File: src/rtl/dco_pkg.sv
// dco_pkg: shared definitions for the DCO bank.
//   BASE_HALF_DEF / DEFAULT_HALF_DEF : default half-period constants
//   MAX_CH                           : largest supported channel count
//   dco_mode_e                       : output mode encodings (square / pulse)
//   encode_half()                    : frequency code -> half-period
package dco_pkg;

    localparam int BASE_HALF_DEF    = 3;
    localparam int DEFAULT_HALF_DEF = 50;
    localparam int MAX_CH           = 8;

    typedef enum logic {
        MODE_SQUARE = 1'b0,
        MODE_PULSE  = 1'b1
    } dco_mode_e;

    // Priority encoder: the highest set bit k selects base_half + k.
    // An all-zero code falls back to default_half.
    function automatic int encode_half(
        input logic [31:0] code,
        input int          base_half,
        input int          default_half
    );
        int half;
        half = default_half;
        for (int i = 0; i < 32; i++) begin
            if (code[i]) begin
                half = base_half + i;
            end
        end
        return half;
    endfunction

endpackage

File: src/rtl/dco_bank_if.sv
// dco_bank_if: frequency-code write port of the DCO bank.
//   code_valid : write request (master -> slave)
//   code_ch    : target channel (master -> slave)
//   code_data  : frequency code (master -> slave)
//   code_ready : write can be accepted (slave -> master)
interface dco_bank_if #(
    parameter int NUM_CH = 4,
    parameter int CODE_W = 8
);
    localparam int CH_W = (NUM_CH > 1) ? $clog2(NUM_CH) : 1;

    logic              code_valid;
    logic [CH_W-1:0]   code_ch;
    logic [CODE_W-1:0] code_data;
    logic              code_ready;

    modport master (
        output code_valid,
        output code_ch,
        output code_data,
        input  code_ready
    );

    modport slave (
        input  code_valid,
        input  code_ch,
        input  code_data,
        output code_ready
    );
endinterface

File: src/rtl/dco_channel.sv
// dco_channel: one oscillator channel.
//   clk, rst    : clock, asynchronous active-high reset
//   en          : run enable; low holds the channel in its restart state
//   pulse_mode  : 0 square wave, 1 one-cycle pulse per period
//   sync_start  : restart strobe shared by all channels
//   wr_en       : capture wr_half as the pending half-period
//   wr_half     : encoded half-period being written
//   pending     : a written half-period is waiting to be applied
//   dco_out     : registered oscillator output
//   update_done : one-cycle pulse when the pending half-period is loaded
module dco_channel
    import dco_pkg::*;
#(
    parameter int CNT_W        = 8,
    parameter int DEFAULT_HALF = DEFAULT_HALF_DEF
) (
    input  logic             clk,
    input  logic             rst,
    input  logic             en,
    input  logic             pulse_mode,
    input  logic             sync_start,
    input  logic             wr_en,
    input  logic [CNT_W-1:0] wr_half,
    output logic             pending,
    output logic             dco_out,
    output logic             update_done
);

    logic [CNT_W-1:0] cnt_reg,       cnt_next;
    logic [CNT_W-1:0] half_reg,      half_next;
    logic [CNT_W-1:0] pend_half_reg, pend_half_next;
    logic             pend_reg,      pend_next;
    logic             state_reg,     state_next;
    logic             out_reg,       out_next;
    logic             done_reg,      done_next;
    logic             load;

    always_comb begin
        cnt_next       = cnt_reg;
        half_next      = half_reg;
        pend_half_next = pend_half_reg;
        pend_next      = pend_reg;
        state_next     = state_reg;
        load           = 1'b0;

        // A restart (sync or disabled) is also a safe point to switch the
        // half-period, since the waveform restarts from a clean low phase.
        if (sync_start || !en) begin
            cnt_next   = '0;
            state_next = 1'b0;
            load       = pend_reg;
        end else if (cnt_reg == half_reg) begin
            cnt_next   = '0;
            state_next = !state_reg;
            load       = pend_reg;
        end else begin
            cnt_next   = cnt_reg + CNT_W'(1);
        end

        if (load) begin
            half_next = pend_half_reg;
            pend_next = 1'b0;
        end

        // wr_en is only raised while nothing is pending, so it never meets
        // a load in the same cycle; a fresh write waits for the next boundary.
        if (wr_en) begin
            pend_next      = 1'b1;
            pend_half_next = wr_half;
        end

        if (dco_mode_e'(pulse_mode) == MODE_PULSE) begin
            out_next = state_next && !state_reg;
        end else begin
            out_next = state_next;
        end
        done_next = load;
    end

    always_ff @(posedge clk or posedge rst) begin
        if (rst) begin
            cnt_reg       <= '0;
            half_reg      <= CNT_W'(DEFAULT_HALF);
            pend_half_reg <= '0;
            pend_reg      <= 1'b0;
            state_reg     <= 1'b0;
            out_reg       <= 1'b0;
            done_reg      <= 1'b0;
        end else begin
            cnt_reg       <= cnt_next;
            half_reg      <= half_next;
            pend_half_reg <= pend_half_next;
            pend_reg      <= pend_next;
            state_reg     <= state_next;
            out_reg       <= out_next;
            done_reg      <= done_next;
        end
    end

    assign pending     = pend_reg;
    assign dco_out     = out_reg;
    assign update_done = done_reg;

endmodule

File: src/rtl/dco_bank.sv
// dco_bank: multi-channel digital clock oscillator bank.
//   clk, rst    : clock, asynchronous active-high reset
//   en          : per-channel run enable
//   pulse_mode  : 0 square wave, 1 one-cycle pulse per period
//   sync_start  : restarts all channels in phase
//   code_if     : frequency-code write port (valid/ready)
//   dco_out     : oscillator outputs
//   update_done : per-channel pulse when a new half-period takes effect
module dco_bank
    import dco_pkg::*;
#(
    parameter int NUM_CH       = 4,
    parameter int CODE_W       = 8,
    parameter int CNT_W        = 8,
    parameter int BASE_HALF    = BASE_HALF_DEF,
    parameter int DEFAULT_HALF = DEFAULT_HALF_DEF
) (
    input  logic              clk,
    input  logic              rst,
    input  logic [NUM_CH-1:0] en,
    input  logic              pulse_mode,
    input  logic              sync_start,
    dco_bank_if.slave         code_if,
    output logic [NUM_CH-1:0] dco_out,
    output logic [NUM_CH-1:0] update_done
);

    localparam int CH_W     = (NUM_CH > 1) ? $clog2(NUM_CH) : 1;
    localparam int CH_SPAN  = 1 << CH_W;
    localparam int TOP_HALF = BASE_HALF + CODE_W - 1;
    localparam int MAX_HALF = (DEFAULT_HALF > TOP_HALF) ? DEFAULT_HALF : TOP_HALF;
    localparam bit HALF_FITS = (CNT_W >= 31) || (MAX_HALF < (1 << CNT_W));

    generate
        if (NUM_CH < 1 || NUM_CH > MAX_CH || CODE_W > 32 || !HALF_FITS) begin : g_bad_params
            $error("dco_bank: NUM_CH out of range or CNT_W too narrow for the largest half-period");
        end
    endgenerate

    logic [NUM_CH-1:0]  pending;
    logic [CH_SPAN-1:0] pending_span;
    logic               ch_in_range;
    logic               accept;
    logic [CNT_W-1:0]   wr_half;

    // Widen the pending vector to the full code_ch range so an out-of-range
    // channel number never indexes past the end; such writes are refused.
    assign pending_span       = CH_SPAN'(pending);
    assign ch_in_range        = int'(code_if.code_ch) < NUM_CH;
    assign code_if.code_ready = ch_in_range && !pending_span[code_if.code_ch];
    assign accept             = code_if.code_valid && code_if.code_ready;
    assign wr_half = CNT_W'(encode_half(32'(code_if.code_data), BASE_HALF, DEFAULT_HALF));

    genvar gi;
    generate
        for (gi = 0; gi < NUM_CH; gi++) begin : g_ch
            logic wr_en;
            assign wr_en = accept && (code_if.code_ch == CH_W'(gi));

            dco_channel #(
                .CNT_W        (CNT_W),
                .DEFAULT_HALF (DEFAULT_HALF)
            ) u_channel (
                .clk         (clk),
                .rst         (rst),
                .en          (en[gi]),
                .pulse_mode  (pulse_mode),
                .sync_start  (sync_start),
                .wr_en       (wr_en),
                .wr_half     (wr_half),
                .pending     (pending[gi]),
                .dco_out     (dco_out[gi]),
                .update_done (update_done[gi])
            );
        end
    endgenerate

endmodule
File: src/flat_wrapper.sv
// flat-port wrapper written by rule: the top's interface ports become plain ports
module dco_bank_flat import dco_pkg::*;
#(
    parameter int NUM_CH       = 4,
    parameter int CODE_W       = 8,
    parameter int CNT_W        = 8,
    parameter int BASE_HALF    = BASE_HALF_DEF,
    parameter int DEFAULT_HALF = DEFAULT_HALF_DEF
)
  (clk, rst, en, pulse_mode, sync_start, dco_out, update_done, code_if_code_valid, code_if_code_ch, code_if_code_data, code_if_code_ready);
  dco_bank_if #(.NUM_CH(NUM_CH), .CODE_W(CODE_W)) code_if_i ();
  input  logic clk;
  input  logic rst;
  input  logic [NUM_CH-1:0] en;
  input  logic pulse_mode;
  input  logic sync_start;
  output logic [NUM_CH-1:0] dco_out;
  output logic [NUM_CH-1:0] update_done;
  input wire logic [$bits(code_if_i.code_valid)-1:0] code_if_code_valid;
  input wire logic [$bits(code_if_i.code_ch)-1:0] code_if_code_ch;
  input wire logic [$bits(code_if_i.code_data)-1:0] code_if_code_data;
  output wire logic [$bits(code_if_i.code_ready)-1:0] code_if_code_ready;
  assign code_if_i.code_valid = code_if_code_valid;
  assign code_if_i.code_ch = code_if_code_ch;
  assign code_if_i.code_data = code_if_code_data;
  assign code_if_code_ready = code_if_i.code_ready;
  dco_bank #(.NUM_CH(NUM_CH), .CODE_W(CODE_W), .CNT_W(CNT_W), .BASE_HALF(BASE_HALF), .DEFAULT_HALF(DEFAULT_HALF)) u_core (.clk(clk), .rst(rst), .en(en), .pulse_mode(pulse_mode), .sync_start(sync_start), .code_if(code_if_i), .dco_out(dco_out), .update_done(update_done));
endmodule
File: config.mk
export PLATFORM = sky130hd
export DESIGN_NAME = dco_bank_flat
export DESIGN_NICKNAME = d
export VERILOG_FILES = /design/src/rtl/dco_pkg.sv /design/src/rtl/dco_bank_if.sv /design/src/rtl/dco_channel.sv /design/src/rtl/dco_bank.sv /design/src/flat_wrapper.sv
export SDC_FILE = /design/constraint.sdc
export NUM_CORES = 1
export LEC_CHECK = 0
export ABC_AREA = 1
export BUFFER_PORTS_ARGS = -buffer_cell sky130_fd_sc_hd__buf_2
export CAP_MARGIN = 20
export CELL_PAD_IN_SITES_DETAIL_PLACEMENT = 1
export CELL_PAD_IN_SITES_GLOBAL_PLACEMENT = 2
export CORE_MARGIN = 2
export CORE_UTILIZATION = 36
export DETAILED_ROUTE_END_ITERATION = 10
export PLACE_DENSITY = 0.81
export RECOVER_POWER = 25
export SLEW_MARGIN = 20
export SYNTH_ARGS = -nofsm -noshare
export SYNTH_HDL_FRONTEND = slang
export SYNTH_SLANG_ARGS = --single-unit
File: constraint.sdc
create_clock -name clk -period 4.2 [get_ports clk]
set_clock_uncertainty 0.2 [all_clocks]
set_input_delay 0.84 -clock clk [delete_from_list [all_inputs] [get_ports clk]]
set_output_delay 0.84 -clock clk [all_outputs]
set_load 0.05 [all_outputs]
==> run_results.csv <==
group,metric,value,unit
outcome,status,"complete, but fails checks",
outcome,violations,"DRC, capacitance limit, slew limit",
yosys,synth_fp_nets,555,
place,gp_congestion,0.7489,
sta,timing.final.max_slew_violations,28,
worst_hold_path,hold_path.class,"reg2reg",
yosys,synth_area,0.004283,mm2
cts,cts_buffers,9,
sta,fin_hold_ws,0.2713,ns
cts,numClockSinks,88,
sta,fin_crit,2.872,ns
sta,worst_pin_slew,1.526,ns
sta,setup_viol,0,
power_and_ir_drop,leakage,2.546,nW
route,antenna_left,0,
finish,layout-drive-gt1-share,15.15,%
place,hpwl,6913,um
yosys,synth_cell_type_count,28,
sta,post-route-period-util,68.38,%
cts,clockBufferDepth,2,
finish,nets,579,
route,wl,9335,um
cts,clock_latency,0.34,ns
worst_setup_path,critPathLaunchType,"input pin",
floorplan,dieHeight,113.1,um
power_and_ir_drop,irDropWorstVdd,0.1575,mV
worst_setup_path,worstPathMaxFanout,28,
cts,ctsHoldBuffers,0,
worst_setup_path,arrival,2.85,ns
sta,setup_slack,1.328,ns
cts,cts_resized,0,
route,drt_pre_antenna_iters,9,
cts,postCtsSetupRepairBufs,0,
floorplan,dieArea,0.01278,mm2
yosys,ys_ff_latch,88,
floorplan,design.core.area,0.01152,mm2
place,dp_slack,1.524,ns
yosys,syn_inst,532,
floorplan,pin_count,28,
route,vias,3301,
worst_setup_path,slowest_stage,"clkbuf_1",
yosys,yosys_warnings,0,
place,portBuffers,27,
floorplan,start_util,37.19,%
run,cap_viol_max_count,1,
yosys,synthTopCellsByArea,"dfrtp_1 (47%), nand2_1 (12%), nand3_1 (6.7%), inv_1 (6.1%), nor2_1 (5.7%)",
power_and_ir_drop,p_total,0.002416,W
sta,fin_setup_tns,0,ns
grt,grt_pass1_vias,3494,
finish,syn_to_final_growth,12.36,%
grt,track_usage,16.20,%
grt,grt_antenna_before_repair,0,
route,drcViolationCount,4,
floorplan,row_count,39,
worst_setup_path,cp-end-kind,"async pin",
worst_setup_path,required,4.18,ns
grt,grt_first_pass_wirelength,16380,um
grt,grt_overflow_total,0,
finish,n_antenna_cell,0,
cts,cts_tree,"yes",
yosys,yosysSeqAreaShare,51.65,%
place,dp.cells,688,
yosys,syn_avg_cell_area,8.050,um2
power_and_ir_drop,power.density,502.0,mW/mm2
cts,cts-root-buf,"clkbuf_16",
cts,path_clk_slew,0.06,ns
finish,fin_cells,704,
sta,grt_setup_unrepaired,"false",
route,drt_iter0_markers,106,
worst_setup_path,slowest_delay,1.18,ns
worst_setup_path,crit_type,"in2async",
route,wl_per_cell,13.26,um
yosys,synth_largest_area_cell,"dfrtp_1",
worst_setup_path,path_cells,"buf_2, clkinvlp_2, clkbuf_1",
sta,max_freq,348.2,MHz
grt,grt_max_degree,36,
sta,slew_headroom,-1.739,%
cts,cts_htree_levels,3,
finish,largest_reg_flops,32,
sta,finalHoldViolCount,0,
floorplan,fp.dieW,113.1,um
route,viasPerCell,4.689,
yosys,synth_top_area_share,46.74,%
## final cells by class
class / instances / area (um2)
fill: 1424 / 6704
sequential: 88 / 2212
multi-input combinational: 347 / 1644
inverter: 81 / 305.3
clock buffer: 13 / 260.3
tap: 143 / 178.9
timing repair buffer: 29 / 146.4
clock inverter: 3 / 65.06
## cell usage after synthesis
library cell / instances
nand2_4: 4
nand2_1: 142
o21ai_0: 15
xor2_1: 9
buf_6: 2
inv_1: 70
nand3_1: 57
buf_8: 1
nand4_1: 2
o21bai_1: 2
xnor2_1: 4
nor2_2: 6
buf_2: 5
nand3b_1: 2
dfstp_2: 8
ha_1: 4
and2_1: 1
buf_4: 8
nor3_1: 8
nor2_1: 65
nand2_2: 6
dfrtp_1: 80
nor2_4: 1
o21ai_1: 5
inv_2: 11
nand3_2: 5
a21oi_1: 7
or2_2: 2
## cell usage in the layout, fill, tap and decap left out, drive strengths merged, types with 2 or more instances in the layout
| master | n |
|---|---|
| buf | 28 |
| clkbuf | 14 |
| bufinv | 2 |
| nor3 | 8 |
| dfrtp | 80 |
| ha | 4 |
| o21ai | 20 |
| a21oi | 7 |
| dfstp | 8 |
| o21bai | 2 |
| nor2 | 72 |
| inv | 80 |
| xor2 | 9 |
| nand2 | 152 |
| or2 | 2 |
| nand3b | 2 |
| nand4 | 2 |
| xnor2 | 4 |
| nand3 | 62 |
## metal layers
metal | share of wire (%) | vias up | GRT usage, %
li1 | - | 1673 | -
met1 | 48 | 1582 | 21.53
met2 | 47 | 34 | 26.19
met3 | 2.5 | 12 | 2.517
met4 | 2.1 | 0 | 7.398
met5 | 0 | - | 0
## final timing paths
path                                                                  start                                               end  slack, ns  cells after the start
min in group asynchronous                                               rst        u_core.g_ch[2].u_channel.dco_out$_DFF_PP0_       0.53                      2
hold reg to reg            u_core.g_ch[2].u_channel.half_reg[3]$_DFFE_PP0P_  u_core.g_ch[2].u_channel.half_reg[3]$_DFFE_PP0P_       0.27                      2
hold / removal             u_core.g_ch[2].u_channel.half_reg[3]$_DFFE_PP0P_  u_core.g_ch[2].u_channel.half_reg[3]$_DFFE_PP0P_       0.27                      2
setup / recovery                                                        rst     u_core.g_ch[3].u_channel.cnt_reg[5]$_DFF_PP0_       1.33                      3
max in group clk                                         code_if_code_ch[0]                                code_if_code_ready       1.51                      6
setup reg to reg           u_core.g_ch[2].u_channel.half_reg[1]$_DFFE_PP1P_  u_core.g_ch[2].u_channel.half_reg[2]$_DFFE_PP0P_       2.33                      9
## critical path, delay by kind of cell
family | cells | cell delay, ns
buffers and inverters | 3 | 1.97
## power by group
group / leakage, nW / internal (W) / switching (W) / total (W)
sequential: 1.16 / 0.000973 / 0.0000847 / 0.00106
clock: 0.160 / 0.000553 / 0.000323 / 0.000876
combinational: 1.23 / 0.000149 / 0.000333 / 0.000482
## kinds of logic after synthesis
| family | Yosys count | share of synthesized area [%] |
|---|---|---|
| XOR/XNOR | 13 | 2.659 |
| flip-flops | 88 | 51.65 |
| AO/OA/AOI/OAI | 29 | 3.505 |
| adder cells (fa/ha/maj) | 4 | 1.169 |
| buffers and inverters | 97 | 9.962 |
| AND/OR/NAND/NOR | 301 | 31.05 |
## through the flow
stage          util [%]  instance area, um2
2_1_floorplan         -                4283
3_3_place_gp      38.99                4491
3_5_place_dp      38.99                4491
4_1_cts           41.82                4816
5_1_grt           41.79                4812
6_report          41.79                4812
No activity file was read; power rests on OpenSTA's default activity.
